[src/rtl/shifter_pkg.sv]
// Shared types for the sequential shift unit: operation modes and FSM states.
package shifter_pkg;

    typedef enum logic [1:0] {
        LSL = 2'b00,
        LSR = 2'b01,
        ASR = 2'b10,
        ROL = 2'b11
    } shift_mode_t;

    typedef enum logic [1:0] {
        S_IDLE  = 2'b00,
        S_SHIFT = 2'b01,
        S_DONE  = 2'b10
    } shift_state_t;

endpackage

[src/rtl/shift_step.sv]
// One-position shift/rotate step in the selected mode, plus the bit that leaves the word.
module shift_step
    import shifter_pkg::*;
#(
    parameter int WIDTH = 8
) (
    input  shift_mode_t      mode,
    input  logic [WIDTH-1:0] r,
    output logic [WIDTH-1:0] r_next,
    output logic             bit_out
);

    always_comb begin
        // NOTE: defaults first so every path assigns every output; no latch can be inferred.
        r_next  = r;
        bit_out = 1'b0;
        case (mode)
            LSL: begin
                r_next  = {r[WIDTH-2:0], 1'b0};
                bit_out = r[WIDTH-1];
            end
            LSR: begin
                r_next  = {1'b0, r[WIDTH-1:1]};
                bit_out = r[0];
            end
            ASR: begin
                r_next  = {r[WIDTH-1], r[WIDTH-1:1]};
                bit_out = r[0];
            end
            ROL: begin
                r_next  = {r[WIDTH-2:0], r[WIDTH-1]};
                bit_out = r[WIDTH-1];
            end
            default: ;
        endcase
    end

endmodule

[src/rtl/seq_shifter.sv]
// Multi-cycle shift/rotate unit: one position per clock, start/busy/done handshake.
module seq_shifter
    import shifter_pkg::*;
#(
    parameter  int WIDTH = 8,
    localparam int SHW   = $clog2(WIDTH)
) (
    input  logic             clk,
    input  logic             rst,
    input  logic             start,
    input  logic [1:0]       mode,
    input  logic [WIDTH-1:0] a,
    input  logic [SHW-1:0]   shamt,
    output logic             busy,
    output logic             done,
    output logic [WIDTH-1:0] result,
    output logic             cout,
    output logic             zero
);

    localparam logic [SHW-1:0] CNT_ONE = SHW'(1);

    shift_state_t     r_state;
    shift_state_t     w_state_next;
    shift_mode_t      r_mode;
    logic [WIDTH-1:0] r_work;
    logic [SHW-1:0]   r_cnt;
    logic             r_cout;
    logic             r_zero;
    logic [WIDTH-1:0] w_r_next;
    logic             w_bit_out;

    shift_step #(.WIDTH(WIDTH)) u_step (
        .mode    (r_mode),
        .r       (r_work),
        .r_next  (w_r_next),
        .bit_out (w_bit_out)
    );

    // NOTE: sequential state uses non-blocking assignments so all registers update together.
    always_ff @(posedge clk) begin
        if (rst) r_state <= S_IDLE;
        else     r_state <= w_state_next;
    end

    always_comb begin
        w_state_next = r_state;
        case (r_state)
            S_IDLE:  if (start) w_state_next = S_SHIFT;
            S_SHIFT: if (r_cnt == '0) w_state_next = S_DONE;
            S_DONE:  w_state_next = S_IDLE;
            default: w_state_next = S_IDLE;
        endcase
    end

    // The count is tested for zero before decrementing, so it never wraps.
    always_ff @(posedge clk) begin
        if (rst) begin
            r_mode <= LSL;
            r_work <= '0;
            r_cnt  <= '0;
            r_cout <= 1'b0;
            r_zero <= 1'b0;
        end else begin
            case (r_state)
                S_IDLE: begin
                    if (start) begin
                        r_work <= a;
                        r_mode <= shift_mode_t'(mode);
                        r_cnt  <= shamt;
                        r_cout <= 1'b0;
                    end
                end
                S_SHIFT: begin
                    if (r_cnt != '0) begin
                        r_work <= w_r_next;
                        r_cout <= w_bit_out;
                        r_cnt  <= r_cnt - CNT_ONE;
                    end else begin
                        r_zero <= (r_work == '0);
                    end
                end
                default: ;
            endcase
        end
    end

    assign busy   = (r_state == S_SHIFT);
    assign done   = (r_state == S_DONE);
    assign result = r_work;
    assign cout   = r_cout;
    assign zero   = r_zero;

endmodule

[config.mk]
export PLATFORM = sky130hd
export DESIGN_NAME = seq_shifter
export DESIGN_NICKNAME = d
export VERILOG_FILES = /design/src/rtl/shifter_pkg.sv /design/src/rtl/shift_step.sv /design/src/rtl/seq_shifter.sv
export SDC_FILE = /design/constraint.sdc
export NUM_CORES = 1
export LEC_CHECK = 0
export CORE_MARGIN = 8
export CORE_UTILIZATION = 46
export DETAILED_ROUTE_END_ITERATION = 6
export GPL_TIMING_DRIVEN = 0
export PLACE_DENSITY = 0.8
export SLEW_MARGIN = 20
export SYNTH_ARGS = -nofsm -noshare
export SYNTH_HDL_FRONTEND = slang
export SYNTH_SLANG_ARGS = --single-unit
[constraint.sdc]
create_clock -name clk -period 1.7 [get_ports clk]
set_input_delay 0.255 -clock clk [delete_from_list [all_inputs] [get_ports clk]]
set_output_delay 0.255 -clock clk [all_outputs]
set_load 0.03 [all_outputs]
==> results of run 1 <==
per-layer routing:
metal	global-route usage	vias to the layer above	part of all wire
met4	0.0598	0	0.020
met1	0.166	447	0.45
met2	0.208	23	0.49
li1	-	482	-
met3	0.0323	7	0.041
met5	0	-	0
layout make-up:
cell class,instances,area share
Buffer,5,0.0194
Clock buffer,3,0.0167
Clock inverter,1,0.00370
Inverter,6,0.0167
Multi-Input combinational cell,86,0.452
Sequential cell,17,0.254
Tap cell,28,0.0259
Timing Repair Buffer,28,0.211
flip-flops by register name (all words and copies together) (netlist names):
| name | count |
|---|---|
| r_mode | 2 |
| r_state | 2 |
| cout | 1 |
| result | 8 |
| zero | 1 |
| r_cnt | 3 |
cells in the final DEF, fill, tap and decap left out, types with 3 or more instances in the layout:
cell type	Yosys	routed
a221o_1	6	6
a21oi_1	12	12
buf_4	2	3
nand2_1	9	9
nor2_1	14	14
a22o_1	6	6
inv_1	5	5
clkdlybuf4s50_1	0	17
dlygate4sd2_1	0	4
nor3_1	4	4
clkbuf_4	0	3
dfxtp_2	0	3
dfxtp_1	17	14
nor2b_1	3	3
dlymetal6s2s_1	0	5
a211oi_1	3	3
ha_1	6	5
power by group:
group | switching (mW) | internal, mW
Sequential | 0.0645 | 0.456
Combinational | 0.309 | 0.251
Clock | 0.140 | 0.0877
Total | 0.513 | 0.795
Yosys cell counts (2+ instances only):
cell type / number / area [µm²]
a211oi_1: 3 / 22.5
a21oi_1: 12 / 60.1
a221o_1: 6 / 60.1
a22o_1: 6 / 52.6
buf_4: 2 / 15.0
clkbuf_1: 3 / 11.3
dfxtp_1: 17 / 340
ha_1: 6 / 75.1
inv_1: 5 / 18.8
mux2i_1: 2 / 20.0
nand2_1: 9 / 33.8
nand2b_1: 2 / 12.5
nor2_1: 14 / 52.6
nor2b_1: 3 / 18.8
nor3_1: 4 / 20.0
nor4_1: 2 / 12.5
o21ai_0: 2 / 10.0
repair_timing:
action | in CTS | in global routing
setup endpoints to repair | 7 | 14
setup buffers | 0 | 1
pin swaps | 1 | 1
resized for setup | 6 | 12
worst max-delay path, cell delays in order (launching register included):
cell and delay (ns):
dfxtp_2 0.36, inv_1 0.07, ha_2 0.19, and2b_4 0.19, a211oi_4 0.41, nor2_4 0.09, a22o_1 0.25
stage by stage:
stage                     hold slack (ns)  TNS [ns]   util  area [µm²]  setup slack [ns]
final                               0.504         0  0.636        1350            0.0592
after CTS                           0.510         0  0.620        1320           0.00371
after global routing                0.518         0  0.636        1350            0.0150
after global placement              0.478         0  0.609        1300           0.00894
after detailed placement            0.491   -0.0127  0.609        1300          -0.00776
after floorplan                     0.324         0      -         991             0.154
path summary, 6_finish.rpt:
check	from	endpoint	slack [ns]	depth (start not counted)
worst min-delay path	zero$_SDFFE_PP0P_	zero$_SDFFE_PP0P_	0.50	2
worst max-delay path	r_cnt[0]$_SDFFE_PP0P_	result[1]$_SDFFE_PP0P_	0.06	6
worst min register to register	zero$_SDFFE_PP0P_	zero$_SDFFE_PP0P_	0.50	2
worst max register to register	r_cnt[0]$_SDFFE_PP0P_	result[1]$_SDFFE_PP0P_	0.06	6
kinds of logic (layout without fill, tap and decap cells):
| kind of cell | after synthesis | in the layout |
|---|---|---|
| adder cells (fa/ha/maj) | 6 | 6 |
| flip-flops | 17 | 17 |
| AO/OA/AOI/OAI | 35 | 35 |
| buffers and inverters | 12 | 43 |
| multiplexers | 3 | 3 |
| AND/OR/NAND/NOR | 42 | 42 |
==> flow_summary.ini, run 1 <==
[status]
status = finished, final reports clean

[global_route]
grt_start_max_net_pins = 11
first_pass_grt_wire_length_um = 4350
grt.total_usage = 0.132
grt_antenna_before_repair = 0
number_of_global_route_vias_before_repair = 946
residual_overflow_from_global_routing = 0

[place]
place_hpwl_um = 1950
placement.io_buffers = 27
routabilityCongestion = 0.842
placed_cells = 170

[clocking]
worst_skew_pair.late_latency_ns = 0.30
cts_hold_repair.buffers = 0
cts_tree = yes
clk_root_buffer_cell = clkbuf_4
cts.reportedPaths.clkPinSlew_ns = 0.11
maximum_level_of_the_cts_h_tree = 1
cts.sink_count = 17
clockBufferDepth = 2
cts-buffers-inserted = 3

[floorplan]
fp.dieW_um = 62.4
floorplan.die_area_um2 = 3900
design.core.area_um2 = 2130
ios = 28
start_util = 0.466
std_cell_rows = 17
die_h_um = 62.4

[yosys]
synth_seq_cells = 17
mappedNetlistArea_um2 = 991
largest_family_of_logic_cells_by_synthesized_area = compound AO/OA/AOI/OAI gates
synth_compound_gate_area_share = 0.273
synth.lib_cells_used.distinct = 34
yosys_warnings = 0
number_of_enable_type_register_cells_in_the_synthesized_netlist = 0
synth-simple-area-share = 0.223
yosys.area_share.xor_xnor = 0
synth_mux_area_frac = 0.0316
syn_avg_cell_area_um2 = 8.62
synth_fa_ha_area_frac = 0.0758
sequential_share_of_the_synthesized_area = 0.343
ys_dominant_reg_cell = dfxtp_1
synth_async_sr_flop_share = 0
post_synthesis_instance_total = 115
synth.net_count = 137

[final_layout]
multiInputGateArea_um2 = 612
finish.cell_count_without_fillers = 174
antenna_cells = 0
nets = 169
area.growth.synth_to_final_pct = 36.5
drive_above_1_share = 0.137
sequential_cell_area_um2 = 344
filler_cell_count = 201

[setup_path]
timing.critical_path.required_ns = 1.90
start_kind = register
timing.critical_path.fanout_max = 6
critical_path_arrival_ns = 1.84
critical_path_endpoint_category = register
crit_type = register to register

[sta]
unrepaired_setup_endpoints_after_global_routing = false
maxClockFrequency_mhz = 609
timing.slew.headroom = 0.668
max_slew.worst_pin.slew_ns = 0.496
hold_violations_final = 0
setup-violations-final = 0
timing_max_transition_violations_final = 0
fin_crit_sh = 0.965
finalWorstPathRequiredPeriod_ns = 1.64
fin_skew_ns = 0.00547

[routing]
drt_iter0_drc = 12
number_of_vias_in_the_routed_layout = 959
detail_route.wirelength_um = 2590
routedWlPerCell_um = 14.9
detailedRoute.firstPassIterationCount = 4
postRouteAntennaNets = 0
post-route-drc-count = 0
viasPerCell = 5.51

[power]
design_power_mw = 1.31
ir_worst_vdd_v = 0.000603
leakage_nw = 0.612
pwr_density_cell_nw_per_um2 = 968

[hold_path]
timing.hold.worst.class = register to register

[flow_run]
max_cap_viols = 0
Note: power is estimated with default switching activity, not from simulation.
==> run 2, diff against run 1 <==
Settings changed: CTS_CLUSTER_SIZE set to 28, PLACE_DENSITY 0.8 to 0.77.
==> run 2 against run 1 <==
Effect of this change:
- clock skew down 0.0022 ns
- global-route usage up 0.16 points
- count of clock-buffer cells in the layout rose by 1
- maximum frequency is 0.32% higher
- cell area rose by 1.6%
- wire length shrank 0.42%
- critical endpoint is now busy
- largest cell class unchanged
- largest power group unchanged
- highest routed layer unchanged
==> flow_summary.ini, run 2 (same netlist as run 1, synthesis figures left out) <==
[hold_path]
worst_min_path_start = zero$_SDFFE_PP0P_
timing.hold.worst.class = register to register

[setup_path]
timing.critical_path.fanout_max = 9
buf_inv_on_cp = 3
critical_path_endpoint_category = primary output
critPathMaxStageDelay_ns = 0.41
reg2reg_from = r_cnt[0]$_SDFFE_PP0P_
start_kind = register
timing.critical_path.required_ns = 1.44
cpLargestDelayFamily = buffers and inverters
crit_start = r_state[0]$_SDFFE_PP0P_
crit_type = register to primary output
crit_path_cell_trace = buf_4 -> nand2b_4 -> inv_2 -> dlygate4sd2_1
cpMaxStageDelayCell = dlygate4sd2_1
critical_path_arrival_ns = 1.38

[routing]
maxUsedRoutingLayer = met4
postRouteAntennaNets = 0
post-route-drc-count = 0
routedWlPerCell_um = 14.7
drt_iter0_drc = 17
detail_route.wirelength_um = 2580
route.met3.wl_um = 153
routed-wl-met2_um = 1230
wl_met1_um = 1170
number_of_vias_in_the_routed_layout = 952
detailedRoute.firstPassIterationCount = 4
viasPerCell = 5.41

[sta]
timing.slew.headroom = 0.672
setup-violations-final = 0
fin_crit_sh = 0.962
worst_slack_ns = 0.0644
hold_violations_final = 0
holdWs_ns = 0.493
fin_skew_ns = 0.00328
finalWorstPathRequiredPeriod_ns = 1.64
setup_total_negative_slack_ns = 0
maxClockFrequency_mhz = 611
unrepaired_setup_endpoints_after_global_routing = false
max_slew.worst_pin.slew_ns = 0.489
timing_max_transition_violations_final = 0

[final_layout]
nets = 171
final_common_cell = clkdlybuf4s50_1
most-common-layout-cells = 17 x clkdlybuf4s50_1, 14 x nor2_1, 13 x dfxtp_1
finish.cell_count_without_fillers = 176
largest_reg_flops = 8
layout.cell_area.non_filler_um2 = 1370
filler_cell_count = 190
drive_above_1_share = 0.155
antenna_cells = 0
area.growth.synth_to_final_pct = 38.6
postLayoutCoreUtil = 0.646

[place]
post_dp_cell_area_um2 = 1300
placed_cells = 170
placement.io_buffers = 27
placement.setup.worst_slack_ns = -0.0250
place_hpwl_um = 1900
routabilityCongestion = 0.841

[clocking]
worst_skew_pair.late_latency_ns = 0.29
cts-buffers-inserted = 3
cts.sink_count = 17
cts_tree = yes
clockBufferDepth = 2
cts.reportedPaths.clkPinSlew_ns = 0.10
clk_root_buffer_cell = clkbuf_4
cts_hold_repair.buffers = 0
maximum_level_of_the_cts_h_tree = 1

[floorplan]
start_util = 0.466
die_h_um = 62.4
fp.dieW_um = 62.4
design.core.area_um2 = 2130
std_cell_rows = 17
ios = 28
floorplan.die_area_um2 = 3900

[power]
design_power_mw = 1.32
leakage_nw = 0.636
pwr_density_cell_nw_per_um2 = 962
ir_worst_vdd_v = 0.000568

[global_route]
number_of_global_route_vias_before_repair = 1006
grt.total_usage = 0.134
grt_antenna_before_repair = 0
grt_start_max_net_pins = 11
residual_overflow_from_global_routing = 0
first_pass_grt_wire_length_um = 4390

[flow_run]
max_cap_viols = 0

[status]
status = finished, final reports clean
[run 2: cell types whose count changed in the layout (fill, tap and decap cells not counted), sizes merged]
cell           previous run  this run
clkdlybuf4s15             1         0
clkbuf                    5         6
dlymetal6s2s              5         6
buf                       4         6
clkinv                    1         0
[run 2: worst paths after layout]
check | end | slack, ns | cells after the start
hold / removal | zero$_SDFFE_PP0P_ | 0.49 | 2
hold reg to reg | zero$_SDFFE_PP0P_ | 0.49 | 2
setup reg to reg | cout$_SDFFE_PP0P_ | 0.09 | 7
setup / recovery | busy | 0.06 | 4
[run 2: cell type report]
cell class	instances	area (µm²)	area share
plain buffers	5	26.3	0.0191
clock buffers	4	26.3	0.0191
inverters	6	22.5	0.0164
multi-input cells	86	612	0.445
flip-flops and latches	17	345	0.251
well taps	28	35.0	0.0255
repair buffers	30	307	0.223
[run 2: metal layers]
| layer | track usage | vias up |
|---|---|---|
| li1 | - | 478 |
| met1 | 0.147 | 439 |
| met2 | 0.221 | 31 |
| met3 | 0.0538 | 4 |
| met4 | 0.0598 | 0 |
| met5 | 0 | - |
[run 2: report_power, final]
| part | internal [mW] | switching, mW | total, mW |
|---|---|---|---|
| clock network | 0.0912 | 0.127 | 0.218 |
| logic | 0.270 | 0.312 | 0.582 |
| registers | 0.457 | 0.0658 | 0.522 |
[run 2: timing repair]
item	4_1_cts	5_1_grt
cloned	0	0
resized for setup	5	13
endpoints found under the setup margin	9	15
pin swaps	1	1
setup buffers	1	2
[run 2: worst reg2reg max path, stage by stage, from the launching register on]
cell	delay, ns
dfxtp_2	0.35
inv_1	0.06
ha_2	0.18
and2b_4	0.18
a211oi_4	0.33
buf_6	0.17
mux2i_1	0.17
nor2_1	0.05
==> run 3, diff against run 2 <==
Settings changed: CORE_UTILIZATION 46 to 42, PLACE_DENSITY 0.77 to 0.74.
Clock period 1.7 ns to 1.4 ns, I/O delays scaled along.
==> run 3 against run 2 <==
Effect of this change:
- the flow now finishes with violations (negative setup slack)
- clock skew hardly changed
- clock power increased by 27%
- sequential power rose by 23%
- utilization grew 1.8 points
- worst hold slack got worse by 0.0024 ns
- global-route usage grew 0.12 points
- non-clock buffer count rose by 8
- critical path depth rose by 2
- wire length increased by 9.2%
- combinational power up 39%
- die area increased by 7.0%
- worst setup slack got worse by 0.17 ns
- critical path type is now register to register
- critical endpoint is now result[1]$_SDFFE_PP0P_
==> flow_summary.ini, run 3 (same netlist as run 1, synthesis figures left out) <==
[status]
status = finished, violations left
violations_in_the_final_reports = negative setup slack

[sta]
setup_total_negative_slack_ns = -0.811
max_slew.worst_pin.slew_ns = 0.526
fin_skew_ns = 0.00286
timing.slew.headroom = 0.649
holdWs_ns = 0.491
setup-violations-final = 11
worst_slack_ns = -0.108
timing_max_transition_violations_final = 0
maxClockFrequency_mhz = 663
hold_violations_final = 0
unrepaired_setup_endpoints_after_global_routing = true
fin_crit_sh = 1.08
finalWorstPathRequiredPeriod_ns = 1.51

[clocking]
cts.reportedPaths.clkPinSlew_ns = 0.11
cts.sink_count = 17
maximum_level_of_the_cts_h_tree = 1
cts-buffers-inserted = 3
clk_root_buffer_cell = clkbuf_4
clockBufferDepth = 2
cts_tree = yes
worst_skew_pair.late_latency_ns = 0.29

[place]
placement.setup.worst_slack_ns = -0.350
placement.io_buffers = 27
routabilityCongestion = 0.834
place_hpwl_um = 2000

[global_route]
grt_antenna_before_repair = 0
first_pass_grt_wire_length_um = 4660
grt_start_max_net_pins = 11
grt.total_usage = 0.135
number_of_global_route_vias_before_repair = 1029
residual_overflow_from_global_routing = 0

[routing]
postRouteAntennaNets = 0
maxUsedRoutingLayer = met4
number_of_vias_in_the_routed_layout = 1004
post-route-drc-count = 0
route.met3.wl_um = 149
routedWlPerCell_um = 15.3
drt_iter0_drc = 19
detail_route.wirelength_um = 2820
wl_met1_um = 1230
viasPerCell = 5.46
detailedRoute.firstPassIterationCount = 4
routed-wl-met2_um = 1430

[setup_path]
worstRegToRegCells = 6
timing.critical_path.fanout_max = 7
critPathMaxStageDelay_ns = 0.37
crit_path_cell_trace = inv_2 -> ha_4 -> or2_0 -> buf_4 -> a221o_1 -> a22o_1
critical_path_arrival_ns = 1.71
cpMaxStageDelayCell = dfxtp_2
start_kind = register
timing.critical_path.required_ns = 1.60
crit_type = register to register
critical_path_endpoint_category = register

[flow_run]
max_cap_viols = 0

[final_layout]
multiInputGateArea_um2 = 654
sequential_cell_area_um2 = 352
most-common-layout-cells = 15 x clkdlybuf4s50_1, 13 x nor2_1, 12 x dfxtp_1
nets = 179
largest_reg_flops = 8
antenna_cells = 0
drive_above_1_share = 0.288
area.growth.synth_to_final_pct = 48.2
filler_cell_count = 194
final_common_cell = clkdlybuf4s50_1
postLayoutCoreUtil = 0.664

[power]
pwr_density_cell_nw_per_um2 = 1170
leakage_nw = 0.599
ir_worst_vdd_v = 0.000594

[floorplan]
start_util = 0.448
die_h_um = 64.6
std_cell_rows = 17
design.core.area_um2 = 2210
floorplan.die_area_um2 = 4170
ios = 28
fp.dieW_um = 64.6

[hold_path]
timing.hold.worst.class = primary input to register
whs_path_depth = 3
[run 3: critical path, delay by kind of cell, from the launching register on]
kind | cells | cell delay, ns
adder cells (fa/ha/maj) | 1 | 0.16
AND/OR/NAND/NOR | 1 | 0.19
buffers and inverters | 2 | 0.22
flip-flops | 1 | 0.37
AO/OA/AOI/OAI | 2 | 0.48
[run 3: final cells by class]
class                      count  area share
buffer                         6      0.0264
clock buffer                   4      0.0179
inverter                       6      0.0170
multi-input combinational     86       0.445
sequential                    17       0.239
tap                           28      0.0239
timing repair buffer          37       0.230
[run 3: metal layers]
layer  track usage  up-vias
li1              -      497
met1         0.150      478
met2         0.243       27
met3        0.0344        2
met4        0.0463        0
met5             0        -
[run 3: repair_timing]
action,CTS,global route
hold buffers,0,0
buffers inserted,8,2
setup endpoints to repair,24,18
resized for setup,31,17
pin swaps,5,7
[run 3: path summary, 6_finish.rpt]
| kind | to | slack (ns) | start |
|---|---|---|---|
| hold / removal | result[7]$_SDFFE_PP0P_ | 0.49 | a[7] |
| hold reg to reg | cout$_SDFFE_PP0P_ | 0.50 | cout$_SDFFE_PP0P_ |
| setup reg to reg | result[1]$_SDFFE_PP0P_ | -0.11 | r_mode[1]$_SDFFE_PP0P_ |
| setup / recovery | result[1]$_SDFFE_PP0P_ | -0.11 | r_mode[1]$_SDFFE_PP0P_ |
[run 3: stage by stage]
| step | instance area (µm²) | std cells | total power [mW] |
|---|---|---|---|
| after floorplan | 1020 | 115 | 1.11 |
| after global placement | 1320 | 170 | 1.32 |
| after detailed placement | 1320 | 170 | 1.34 |
| after CTS | 1440 | 182 | 1.69 |
| after global routing | 1470 | 184 | 1.81 |
| final | 1470 | 184 | 1.73 |
[run 3: report_power, final]
group | total [mW] | switching (mW) | internal [mW]
logic | 0.808 | 0.412 | 0.396
clock network | 0.276 | 0.165 | 0.111
registers | 0.641 | 0.0861 | 0.555
total | 1.73 | 0.664 | 1.06
